File: src/rtl/iencoder_loader.sv
// Instruction encoder/loader: turns field tuples into 32-bit RV32I words and
// writes them to sequential instruction-memory addresses until halt or full.
module iencoder_loader #(
  parameter int unsigned ADDR_W = 8
) (
  input  logic              clk,
  input  logic              rst,
  input  logic              start,
  input  logic              in_valid,
  output logic              in_ready,
  input  logic [2:0]        kind,
  input  logic [4:0]        rd,
  input  logic [4:0]        rs1,
  input  logic [4:0]        rs2,
  input  logic [2:0]        funct3,
  input  logic [6:0]        funct7,
  input  logic [20:0]       imm,
  output logic              imem_we,
  output logic [ADDR_W-1:0] imem_addr,
  output logic [31:0]       imem_wdata,
  output logic              done,
  output logic              full,
  output logic              err
);

  localparam logic [2:0] K_LOAD   = 3'b000;
  localparam logic [2:0] K_ITYPE  = 3'b001;
  localparam logic [2:0] K_RTYPE  = 3'b011;
  localparam logic [2:0] K_STORE  = 3'b010;
  localparam logic [2:0] K_BRANCH = 3'b110;
  localparam logic [2:0] K_JAL    = 3'b111;
  localparam logic [2:0] K_JALR   = 3'b101;

  localparam logic [ADDR_W-1:0] LAST_ADDR = '1;

  typedef enum logic [1:0] {
    ST_IDLE = 2'd0,
    ST_RUN  = 2'd1,
    ST_FULL = 2'd2,
    ST_DONE = 2'd3
  } state_t;

  state_t            r_state;
  state_t            w_state_nxt;
  logic [ADDR_W-1:0] r_cnt;
  logic [ADDR_W-1:0] w_cnt_nxt;
  logic              w_ready;
  logic              w_accept;
  logic              w_is_halt;
  logic              w_imm12_ok;
  logic              w_imm13_ok;
  logic              w_imm_err;
  logic [31:0]       w_word;

  logic              r_we;
  logic [ADDR_W-1:0] r_addr;
  logic [31:0]       r_wdata;
  logic              r_done;
  logic              r_full;
  logic              r_err;

  assign w_ready   = (r_state == ST_RUN) && !start;
  assign w_accept  = in_valid && w_ready;
  assign w_is_halt = (kind == 3'b100);

  // Sign-extension checks: every bit above the field's sign bit must match it.
  assign w_imm12_ok = (imm[20:11] == 10'h000) || (imm[20:11] == 10'h3FF);
  assign w_imm13_ok = ((imm[20:12] == 9'h000) || (imm[20:12] == 9'h1FF)) && !imm[0];

  // Field packing per kind; halt (and anything unmatched) yields the halt word.
  always_comb begin
    w_word    = 32'h0000_007F;
    w_imm_err = 1'b0;
    case (kind)
      K_LOAD: begin
        w_word    = {imm[11:0], rs1, funct3, rd, 7'b0000011};
        w_imm_err = !w_imm12_ok;
      end
      K_ITYPE: begin
        w_word    = {imm[11:0], rs1, funct3, rd, 7'b0010011};
        w_imm_err = !w_imm12_ok;
      end
      K_JALR: begin
        w_word    = {imm[11:0], rs1, funct3, rd, 7'b1100111};
        w_imm_err = !w_imm12_ok;
      end
      K_RTYPE: begin
        w_word    = {funct7, rs2, rs1, funct3, rd, 7'b0110011};
      end
      K_STORE: begin
        w_word    = {imm[11:5], rs2, rs1, funct3, imm[4:0], 7'b0100011};
        w_imm_err = !w_imm12_ok;
      end
      K_BRANCH: begin
        w_word    = {imm[12], imm[10:5], rs2, rs1, funct3, imm[4:1], imm[11], 7'b1100011};
        w_imm_err = !w_imm13_ok;
      end
      K_JAL: begin
        w_word    = {imm[20], imm[10:1], imm[11], imm[19:12], rd, 7'b1101111};
        w_imm_err = imm[0];
      end
      default: begin
        w_word    = 32'h0000_007F;
        w_imm_err = 1'b0;
      end
    endcase
  end

  // Next state and address counter; start restarts from any state.
  always_comb begin
    w_state_nxt = r_state;
    w_cnt_nxt   = r_cnt;
    if (start) begin
      w_state_nxt = ST_RUN;
      w_cnt_nxt   = '0;
    end else if (w_accept) begin
      if (w_is_halt) begin
        w_state_nxt = ST_DONE;
      end else if (r_cnt == LAST_ADDR) begin
        w_state_nxt = ST_FULL;
      end else begin
        w_cnt_nxt = r_cnt + ADDR_W'(1);
      end
    end
  end

  always_ff @(posedge clk) begin
    if (rst) begin
      r_state <= ST_IDLE;
      r_cnt   <= '0;
    end else begin
      r_state <= w_state_nxt;
      r_cnt   <= w_cnt_nxt;
    end
  end

  // Write port and status flags, all landing in the cycle after the accept.
  always_ff @(posedge clk) begin
    if (rst) begin
      r_we    <= 1'b0;
      r_addr  <= '0;
      r_wdata <= '0;
      r_done  <= 1'b0;
      r_full  <= 1'b0;
      r_err   <= 1'b0;
    end else begin
      r_we <= w_accept;
      if (w_accept) begin
        r_addr  <= r_cnt;
        r_wdata <= w_word;
      end
      r_done <= (w_state_nxt == ST_DONE);
      r_full <= (w_state_nxt == ST_FULL);
      if (start) begin
        r_err <= 1'b0;
      end else if (w_accept && w_imm_err) begin
        r_err <= 1'b1;
      end
    end
  end

  assign in_ready   = w_ready;
  assign imem_we    = r_we;
  assign imem_addr  = r_addr;
  assign imem_wdata = r_wdata;
  assign done       = r_done;
  assign full       = r_full;
  assign err        = r_err;

endmodule

File: config.mk
export PLATFORM = sky130hd
export DESIGN_NAME = iencoder_loader
export DESIGN_NICKNAME = d
export VERILOG_FILES = /design/src/rtl/iencoder_loader.sv
export SDC_FILE = /design/constraint.sdc
export NUM_CORES = 1
export LEC_CHECK = 0
export ABC_CLOCK_PERIOD_IN_PS = 3850
export CAP_MARGIN = 40
export CELL_PAD_IN_SITES_DETAIL_PLACEMENT = 1
export CELL_PAD_IN_SITES_GLOBAL_PLACEMENT = 1
export CORE_MARGIN = 1
export CORE_UTILIZATION = 33
export DETAILED_ROUTE_END_ITERATION = 8
export GPL_TIMING_DRIVEN = 0
export PLACE_DENSITY = 0.81
export SYNTH_ARGS = -nofsm -noshare
export SYNTH_HDL_FRONTEND = slang
export SYNTH_SLANG_ARGS = --single-unit
File: constraint.sdc
create_clock -name clk -period 3.85 [get_ports clk]
set_input_delay 0.5775 -clock clk [delete_from_list [all_inputs] [get_ports clk]]
set_output_delay 0.5775 -clock clk [all_outputs]
set_load 0.05 [all_outputs]
[Word-level counts from Yosys, hierarchy flattened]
Index checks and enable logic that the tools add are counted.
Word-level totals
  flip-flop bits (word level): 54
  bits of input ports: 53
  word-level logic and storage cells: 46
Cells by class
  add/sub/neg operators: 1
  equality and inequality tests: 13
  mux-type cells: 6
  bitwise gates (word level): 2
  reductions and logical operators: 16
Operator list (number)
  $pmux 32 s7: 1
  $eq 3x3->1 const B: 4
  $eq 10x10->1 const B: 1
  $logic_not 10->1: 1
  $eq 9x9->1 const B: 1
  $logic_not 9->1: 1
  $add 8x1->8 const B: 1
  $eq 8x8->1 const B: 1
  $mux 2: 4
  $eq 3x2->1 const B: 2
  $eq 2x2->1 const B: 2
  $logic_and 1x1->1: 4
  $logic_not 1->1: 4
  $reduce_or 4->1: 1
  $eq 3x1->1 const B: 1
  $logic_not 3->1: 1
  $pmux 1 s3: 1
  $reduce_and 3->1: 1
  $eq 2x1->1 const B: 1
  $logic_or 1x1->1: 2
  $not 1->1: 2
  $reduce_or 2->1: 1

[Longest topological paths before layout]
  depth after elaboration: 6
  depth in mapped cells: 6
  depth with buffers taken out: 5

[Worst setup path after synthesis]
Ideal clock, no wire load.
  kind: input -> register
  from: input port start
  to: register r_wdata[12], in the netlist imem_wdata[12]
  data arrival time: 2.640 ns
  required time: 3.718 ns
  setup slack: 1.078 ns
  cell stages on the path: 6
  path through: nor3b_1 > nand2_1 > clkbuf_1 > clkbuf_1 > a221oi_1 > nor3_1
Between the ends
  cells in the longest elaborated chain, start to end: 3
Ends and longest elaborated chain
  from (decl): line 8  | input logic start,
  $logic_not 1->1: line 62  | assign w_ready = (r_state == ST_RUN) && !start;
  $logic_and 1x1->1: line 62
  $logic_and 1x1->1: line 63  | assign w_accept = in_valid && w_ready;
  to (signal assigned): line 150  | r_wdata <= w_word;
  to (decl): line 57  | logic [31:0] r_wdata;
Every way passes these cells.
A chain may end at the register's enable or synchronous reset.

[Worst setup path in the final report]
  from: input port start
  to: output port in_ready
Between the ends
  cells in the longest elaborated chain, start to end: 2
Ends and longest elaborated chain
  $logic_not 1->1: line 62
  $logic_and 1x1->1: line 62
  to (decl): line 10  | output logic in_ready,
Every way passes these cells.

==> flow_metrics.py <==
metrics = {
    "detailed_routing": {
        "drtAntennaViolNets": 0,
        "drtIter0Drc": 83,
        "firstDrtPassIters": 4,
        "drc": 0,
        "viasPerCell": 5.33,
        "wl_um": 8070,
        "wire_per_inst_um": 16.2,
        "route.vias.total": 2658,
    },
    "clock_network": {
        "cts_tree": "built",
        "cts-buffers-inserted": 5,
        "hold_buffers": 0,
        "post_cts_resized": 0,
        "cts_num_sinks": 53,
        "clock_path_buffers": 2,
        "postCtsSetupBuffers": 0,
        "clkLatencyLatePin_ns": 0.32,
        "htreeDepth": 2,
        "root_buffer": "clkbuf_8",
        "clkSlewWorstSetupHoldPaths_ns": 0.10,
    },
    "worst_setup_path": {
        "r2r-start": "r_cnt[0]$_SDFFE_PP0P_",
        "crit_family": "buffers and inverters",
        "path_class": "in -> out",
        "critPathMaxStageDelay_ns": 0.86,
        "worstSetupStartpointType": "input port",
        "critPathRequiredTime_ns": 3.27,
        "cp_cell_sequence": "clkdlybuf4s50_1 > nor3b_1 > clkdlybuf4s50_1",
        "ff2ff_setup_slack_ns": 1.92,
        "path_max_fanout": 4,
        "crit_start": "start",
        "worstPathArrival_ns": 2.18,
        "r2r-end": "full$_SDFF_PP0_",
        "worst_path_max_delay_cell": "clkdlybuf4s50_1",
        "cpMostUsedCell": "clkdlybuf4s50_1",
        "crit_path_end_kind": "output port",
        "worst-r2r-cell-count": 5,
        "crit_buf_inv": 2,
    },
    "sta": {
        "hold_viol_final": 0,
        "setup_viol": 0,
        "fin_skew_ns": 0.0101,
        "relSlewSlack": 0.579,
        "min_period_ns": 2.75,
        "rsz0062_at_grt": "false",
        "fin_setup_tns_ns": 0,
        "fin_crit_sh": 0.716,
        "worst_pin_slew_ns": 0.625,
        "finalWorstSetupSlack_ns": 1.10,
        "fmax_mhz": 363,
        "finalMaxSlewViolations": 0,
    },
    "yosys": {
        "synth-seq-cells": 53,
        "ys.flop_type": "dfxtp_1",
        "synth_top_area_cell": "dfxtp_1",
        "yosys-top-cells-area": "dfxtp_1 (43%), a21oi_1 (5.9%), nand2_1 (5.2%)",
        "syn_inst": 298,
        "ys_types": 45,
        "async_flop_share": 0,
        "avgSynthCellArea_sq_um": 8.22,
        "syn_nets": 352,
        "synth_edf_count": 0,
        "yosys_warnings": 0,
        "syn-cell-area_sq_um": 2450,
        "ys_seq_area_frac": 0.433,
        "synth_top_area_frac": 0.433,
    },
    "power": {
        "power_mw": 1.14,
        "powerDensity_nw_per_um2": 316,
        "ir_drop_mv": 0.147,
        "p_leak_nw": 1.21,
    },
    "floorplanning": {
        "die_x_um": 88.2,
        "io-pin-count": 98,
        "start_util": 0.340,
        "core_area_sq_um": 7210,
        "die-area_sq_um": 7770,
        "die-height_um": 88.2,
        "num_rows": 31,
    },
    "placed_design": {
        "numPortBuffers": 95,
        "place_inst": 492,
        "dpl.hpwl_um": 6250,
        "routabilityCongestion": 0.776,
        "pre_cts_ws_ns": 1.09,
    },
    "hold_path": {
        "hp-class": "reg -> reg",
        "min_to": "imem_wdata[28]$_SDFFE_PP0P_",
        "hp-start": "imem_wdata[28]$_SDFFE_PP0P_",
        "whs_path_depth": 2,
    },
    "global_routing": {
        "track_usage": 0.215,
        "grt_pass1_wl_um": 12900,
        "antenna_found_initial": 0,
        "grt_pass1_vias": 2664,
        "grt-ovfl-total": 0,
        "grt_max_degree": 16,
    },
    "cells_and_area": {
        "fin_nets": 454,
        "drive_gt1_frac": 0.0500,
        "num_antenna_cells": 0,
        "fin_cells": 499,
        "area_delta_synth_final_pct": 47.5,
    },
    "run": {
        "maxCapViolCount": 0,
    },
    "run_status": {
        "status": "finished, final reports clean",
    },
}
==> metrics by stage <==
stage | utilization | instance area (sq um) | hold WS (ns)
floorplan | - | 2450 | 0.459
global route | 0.501 | 3610 | 0.480
global placement | 0.489 | 3520 | 0.446
CTS | 0.501 | 3610 | 0.465
finish | 0.501 | 3610 | 0.463
detailed placement | 0.489 | 3520 | 0.450
==> routing by layer <==
layer	vias up	global-route usage	wire, um
li1	1291	-	-
met1	1275	0.267	3590
met2	81	0.376	4000
met3	11	0.0481	387
met4	0	0.0557	92
met5	-	0	0
==> registers in the layout (all words and copies together) (netlist names) <==
signal      flops
done            1
imem_addr       8
imem_wdata     31
r_cnt           8
r_state         2
err             1
imem_we         1
full            1
==> cell type report <==
| cell class | instances | area [sq um] |
|---|---|---|
| plain buffers | 25 | 106 |
| clock buffers | 6 | 82.6 |
| clock inverters | 1 | 7.51 |
| fillers | 886 | 3600 |
| inverters | 2 | 7.51 |
| multi-input cells | 218 | 1270 |
| flip-flops and latches | 53 | 1060 |
| well taps | 99 | 124 |
| repair buffers | 95 | 951 |
==> cell families after synthesis <==
logic type               after synthesis  share of synthesized area
adder cells (fa/ha/maj)                1                    0.00511
XOR/XNOR                               3                     0.0107
multiplexers                           6                     0.0255
flip-flops                            53                      0.433
buffers and inverters                 27                     0.0465
AO/OA/AOI/OAI                         83                      0.226
AND/OR/NAND/NOR                      125                      0.253
==> synthesized netlist by cell type (2+ instances only) <==
cell type / instances
nor2b_1: 2
nand3b_1: 3
buf_2: 4
mux2_2: 2
nor2_1: 31
nand3_1: 8
o21ai_0: 9
or3_1: 11
a221oi_1: 13
a211oi_1: 6
nand2_1: 34
a21oi_1: 29
a22o_1: 7
mux2i_1: 4
and3_1: 3
buf_4: 2
dfxtp_1: 53
nor3_1: 18
a32oi_1: 5
clkbuf_1: 19
o22ai_1: 8
nand2b_1: 3
xor2_1: 2
==> cells in the final DEF (no fill, tap or decap), drive strengths merged, types with 2 or more instances in the layout <==
cell            n
nand2b          3
and3            3
buf             6
or3            11
nand3           8
a221oi         13
xor2            2
nor2b           2
nand2          34
nor3           18
a22o            7
mux2            2
nand4           2
clkdlybuf4s50  95
a21oi          30
nor3b           2
o22ai           8
mux2i           4
a211oi          6
nor2           31
a32oi           5
nand3b          3
clkbuf         25
dfxtp          53
o21ai          10
==> where the power goes <==
group | total (mW) | internal [mW] | switching [mW]
Combinational | 0.243 | 0.106 | 0.137
Sequential | 0.570 | 0.562 | 0.00817
Clock | 0.327 | 0.143 | 0.185
==> worst register-to-register path, delay by kind of cell (launching register included) <==
family | cells | cell delay, ns
compound gates | 1 | 0.21
fa+ha+maj | 1 | 0.28
flops | 1 | 0.44
simple gates | 3 | 0.94
==> how the worst max path moves through the flow <==
| stage | end | depth (start not counted) |
|---|---|---|
| 2_1_floorplan | imem_wdata[12]$_SDFFE_PP0P_ | 6 |
| 3_3_place_gp | in_ready | 3 |
| 3_5_place_dp | in_ready | 3 |
| 4_1_cts | in_ready | 3 |
| 5_1_grt | in_ready | 3 |
| 6_report | in_ready | 3 |
No activity file was read; power rests on OpenSTA's default activity.
